File: src/rtl/cache_app_arb.sv
// cache_app_arb: two-master burst arbiter sharing one application bus between icache refill and dcache FSMs.
// Ports:
//   mclk, rst_n           clock (rising edge) and asynchronous active-low reset
//   m_stb_i/adr/we/dat/sel/bl   per-master burst requests (bit/slice 0 = icache, 1 = dcache)
//   m_dat_o, m_ack_o, m_lack_o  read data broadcast plus per-master beat / last-beat acks
//   s_stb_o/adr/we/dat/sel/bl   shared application bus request, driven by the granted master
//   s_dat_i, s_ack_i, s_lack_i  application bus response
//   gnt_o                 registered one-hot grant, 2'b00 while idle
// Define CACHE_ARB_RR_EN for round-robin arbitration; otherwise the icache has fixed priority.
module cache_app_arb #(
    parameter int WB_AW = 32,
    parameter int WB_DW = 32
) (
    input  logic               mclk,
    input  logic               rst_n,
    input  logic [1:0]         m_stb_i,
    input  logic [2*WB_AW-1:0] m_adr_i,
    input  logic [1:0]         m_we_i,
    input  logic [2*WB_DW-1:0] m_dat_i,
    input  logic [7:0]         m_sel_i,
    input  logic [19:0]        m_bl_i,
    output logic [WB_DW-1:0]   m_dat_o,
    output logic [1:0]         m_ack_o,
    output logic [1:0]         m_lack_o,
    output logic               s_stb_o,
    output logic [WB_AW-1:0]   s_adr_o,
    output logic               s_we_o,
    output logic [WB_DW-1:0]   s_dat_o,
    output logic [3:0]         s_sel_o,
    output logic [9:0]         s_bl_o,
    input  logic [WB_DW-1:0]   s_dat_i,
    input  logic               s_ack_i,
    input  logic               s_lack_i,
    output logic [1:0]         gnt_o
);
    typedef enum logic {IDLE, BUSY} state_t;
    state_t     state_q, state_d;
    logic [1:0] gnt_q, gnt_d;
    logic [9:0] beat_cnt_q, beat_cnt_d;
`ifdef CACHE_ARB_RR_EN
    logic       last_q, last_d;
`endif
    logic       busy, g, live, win;

    assign busy = state_q == BUSY;
    assign g    = gnt_q[1];
    // granted master still holding its strobe; acks are only forwarded while this holds
    assign live = busy & m_stb_i[g];
`ifdef CACHE_ARB_RR_EN
    assign win  = (m_stb_i == 2'b11) ? ~last_q : m_stb_i[1];
`else
    assign win  = ~m_stb_i[0];
`endif

    always_comb begin
        state_d    = state_q;
        gnt_d      = gnt_q;
        beat_cnt_d = beat_cnt_q;
`ifdef CACHE_ARB_RR_EN
        last_d     = last_q;
`endif
        if (!busy) begin
            if (|m_stb_i) begin
                state_d    = BUSY;
                gnt_d      = win ? 2'b10 : 2'b01;
                beat_cnt_d = '0;
`ifdef CACHE_ARB_RR_EN
                last_d     = win;
`endif
            end
        end else if (!live || s_lack_i) begin
            state_d = IDLE;
            gnt_d   = '0;
        end
        if (live && s_ack_i && beat_cnt_q != 10'h3FF)
            beat_cnt_d = beat_cnt_q + 10'd1;
    end

    always_ff @(posedge mclk or negedge rst_n) begin
        if (!rst_n) begin
            state_q    <= IDLE;
            gnt_q      <= '0;
            beat_cnt_q <= '0;
`ifdef CACHE_ARB_RR_EN
            last_q     <= 1'b1;
`endif
        end else begin
            state_q    <= state_d;
            gnt_q      <= gnt_d;
            beat_cnt_q <= beat_cnt_d;
`ifdef CACHE_ARB_RR_EN
            last_q     <= last_d;
`endif
        end
    end

    always_comb begin
        s_stb_o  = live;
        s_adr_o  = busy ? (g ? m_adr_i[WB_AW +: WB_AW] : m_adr_i[0 +: WB_AW]) : '0;
        s_we_o   = busy & m_we_i[g];
        s_dat_o  = busy ? (g ? m_dat_i[WB_DW +: WB_DW] : m_dat_i[0 +: WB_DW]) : '0;
        s_sel_o  = busy ? (g ? m_sel_i[7:4] : m_sel_i[3:0]) : '0;
        s_bl_o   = busy ? (g ? m_bl_i[19:10] : m_bl_i[9:0]) : '0;
        m_dat_o  = busy ? s_dat_i : '0;
        m_ack_o  = {2{live & s_ack_i}} & gnt_q;
        m_lack_o = {2{live & s_lack_i}} & gnt_q;
        gnt_o    = gnt_q;
    end
endmodule
File: config.mk
export PLATFORM = sky130hd
export DESIGN_NAME = cache_app_arb
export DESIGN_NICKNAME = d
export VERILOG_FILES = /design/src/rtl/cache_app_arb.sv
export SDC_FILE = /design/constraint.sdc
export NUM_CORES = 1
export LEC_CHECK = 0
export BUFFER_PORTS_ARGS = -buffer_cell sky130_fd_sc_hd__buf_2
export CELL_PAD_IN_SITES_DETAIL_PLACEMENT = 1
export CELL_PAD_IN_SITES_GLOBAL_PLACEMENT = 2
export CORE_UTILIZATION = 12
export CTS_CLUSTER_SIZE = 24
export DETAILED_ROUTE_END_ITERATION = 8
export PLACE_DENSITY_LB_ADDON = 0.1
export SLEW_MARGIN = 20
export SYNTH_ARGS = -nofsm -noshare
export SYNTH_HDL_FRONTEND = slang
export SYNTH_SLANG_ARGS = --single-unit
File: constraint.sdc
create_clock -name mclk -period 2.8 [get_ports mclk]
set_input_delay 0.14 -clock mclk [delete_from_list [all_inputs] [get_ports mclk]]
set_output_delay 0.14 -clock mclk [all_outputs]
set_load 0.005 [all_outputs]
==> metrics.md <==
| Metric | Value |
|---|---|
| Longest Clk Path Bufs | 2 |
| Post-synth ARST share | 1.00 |
| Crit path max fanout | 32 |
| Max Cap Viol | 0 |
| Setup TNS | 0 ps |
| Tmin final | 1960 ps |
| Hold_sp | s_lack_i |
| Syn_area_per_cell | 7.81 um^2 |
| # diodes | 0 |
| R2r endpoint | gnt_o[0]$_DFFE_PN0P_ |
| Main area contributors after synthesis | mux2i_1 44%, nor2b_1 28%, and2_1 12% |
| Commonest cells post-synth | 80 x mux2i_1, 80 x nor2b_1, 34 x and2_1, 11 x clkbuf_1, 7 x buf_6 |
| Pre-CTS setup slack | 1050 ps |
| YS warnings | 0 |
| Post-DR wirelength/cell | 14.4 um |
| Synth Flop Type | dfrtp_1 |
| CP Launch Type | flop |
| Setup Skew | 1.26 ps |
| Hold Path End | gnt_o[1]$_DFFE_PN0P_ |
| Synth top area share | 0.442 |
| Failing checks | design-rule violations |
| FP Rows | 44 |
| CP arrival | 1820 ps |
| Skew-Pair Late Insertion Delay | 220 ps |
| Period Utilization, post-route | 0.700 |
| Clk sinks | 3 |
| Non-Filler Instances | 717 |
| # setup viols final | 0 |
| Core area | 14,600 um^2 |
| Register area share after synthesis | 0.0414 |
| Worst setup EP type | output port |
| Die area | 15,600 um^2 |
| Starting density of the core | 0.124 |
| Largest net degree at the start of global routing | 50 |
| Die Height | 125 um |
| Distinct cell type count after synthesis | 16 |
| Placed Cells | 712 |
| Area taken by multi-input logic gates | 1590 um^2 |
| Hpwl dp | 8.72 mm |
| Reg clk slew, reported paths | 30 ps |
| Fmax | 0.510 GHz |
| Share of post-route cells with drive strength above 1 | 0.606 |
| Area leader, netlist | mux2i_1 |
| Syn_nets | 428 |
| Reg area | 80.1 um^2 |
| Port buffer count | 313 |
| Initial antenna violation count | 0 |
| Remaining antenna violation count after routing | 0 |
| Vias | 2,736 |
| Max_slew headroom | 0.536 |
| Final Max Tran Viols | 0 |
| Routability cong. | 0.756 |
| Post-synth EDFFs | 0 |
| GRT overflow | 0 |
| Ports | 314 |
| Unrepaired setup endpoints after global routing | false |
| Post-Route WL | 10.3 mm |
| Placement Cell Area | 3530 um^2 |
| Final Net Count | 730 |
| Outcome | finished with violations |
| Die X | 125 um |
| First-pass GRT wire length | 15.4 mm |
| Drt pass-1 iters | 6 |
| Worst hold-check path type | input pin to flop |
| VDD IR-drop max | 0.000192 V |
| # DRC | 32 |
| P_leak | 1.98 nW |
| Area grow syn2layout | 99.6% |
| Cells on worst reg2reg path | 3 |
| CP Class | flop to output port |
| Least-Margin Pin Slew | 697 ps |
| R2R setup slack | 1300 ps |
| PostCTS Resize Cnt | 0 |
| Cells after Synth | 232 |
| RR Startpoint | busy$_DFF_PN0_ |
| Vias in the first global route | 2,881 |
| Via/cell ratio | 3.82 |
| CP required | 2660 ps |
| CTS tree | built |
| Gr usage total | 0.124 |
| H-tree depth | 1 |
| Setup ws final | 840 ps |
| Synthesized area | 1810 um^2 |
| Initial DRC count | 83 |
| P per Cell Area | 292 nW/um^2 |
| Cts bufs inserted | 3 |
| Fill count | 1,853 |
| Final instance area | 3620 um^2 |
| Root buffer cell | clkbuf_16 |
| FF+latch count, synth | 3 |
| Worst Hold Depth | 2 |
| Final Hold Fails | 0 |
-- cells in the final DEF (no fill, tap or decap) --
| cell type | count |
|---|---|
| o32ai_1 | 1 |
| dlygate4sd3_1 | 1 |
| inv_1 | 3 |
| clkbuf_16 | 3 |
| dfrtp_4 | 1 |
| o32ai_2 | 1 |
| buf_4 | 2 |
| clkbuf_1 | 1 |
| nand3_1 | 1 |
| dfrtp_2 | 1 |
| o22ai_1 | 1 |
| mux2i_1 | 80 |
| nor2b_1 | 80 |
| and2_1 | 34 |
| buf_2 | 313 |
| a21oi_1 | 2 |
| and3_1 | 3 |
| dfrtp_1 | 1 |
| nor2_1 | 2 |
| buf_12 | 2 |
-- per-stage QoR --
step | hold WS (ps) | util | total power, mW
global route | 230 | 0.247 | 1.15
detailed placement | -60.2 | 0.241 | 0.848
floorplan | -156 | - | 0.458
finish | 197 | 0.247 | 1.05
global placement | -59.6 | 0.241 | 0.841
CTS | 199 | 0.247 | 1.08
-- power breakdown --
group          total [mW]  internal, mW  leakage [nW]  switching [mW]
clock network       0.226         0.188        0.0382          0.0382
logic               0.729         0.425          1.90           0.304
registers          0.0997        0.0503        0.0347          0.0495
-- timing repair --
| action | 4_1_cts | 5_1_grt |
|---|---|---|
| setup buffers | 0 | 0 |
| hold endpoints to repair | 3 | 0 |
| hold buffers | 1 | 0 |
-- layer usage --
metal,GRT usage,wire length (um)
met5,0,0
met4,0.0122,52
met3,0.0245,826
met2,0.267,5950
met1,0.122,3480
-- sequential cells by signal, summed over array words and instances (netlist names) --
register / cells
gnt_o: 2
busy: 1
-- logic make-up (layout without fill, tap and decap cells) --
family / after synthesis / after routing / share of synthesized area
compound gates: 5 / 5 / 0.0228
buf+inv: 24 / 325 / 0.0835
flops: 3 / 3 / 0.0414
mux: 80 / 80 / 0.442
simple gates: 120 / 120 / 0.411
-- worst max-delay path by stage --
stage | from | endpoint | slack (ps)
2_1_floorplan | gnt_o[1]$_DFFE_PN0P_ | s_adr_o[0] | 1660
3_3_place_gp | gnt_o[1]$_DFFE_PN0P_ | s_sel_o[3] | 1070
3_5_place_dp | gnt_o[1]$_DFFE_PN0P_ | s_sel_o[3] | 1050
4_1_cts | gnt_o[1]$_DFFE_PN0P_ | s_sel_o[3] | 810
5_1_grt | gnt_o[1]$_DFFE_PN0P_ | s_dat_o[31] | 700
6_report | gnt_o[1]$_DFFE_PN0P_ | s_dat_o[31] | 840
-- worst max-delay path, cell delays in order, from the launching register on --
cell and delay [ps]:
dfrtp_4 760, buf_4 390, mux2i_1 230, nor2b_1 60, buf_2 130
-- cell type report --
| class | count | share of cell area |
|---|---|---|
| multi-input cells | 205 | 0.438 |
| flip-flops and latches | 3 | 0.0221 |
| inverters | 3 | 0.00311 |
| repair buffers | 318 | 0.451 |
| clock buffers | 4 | 0.0218 |
| well taps | 184 | 0.0636 |
Power figures use the tool's default switching activity.
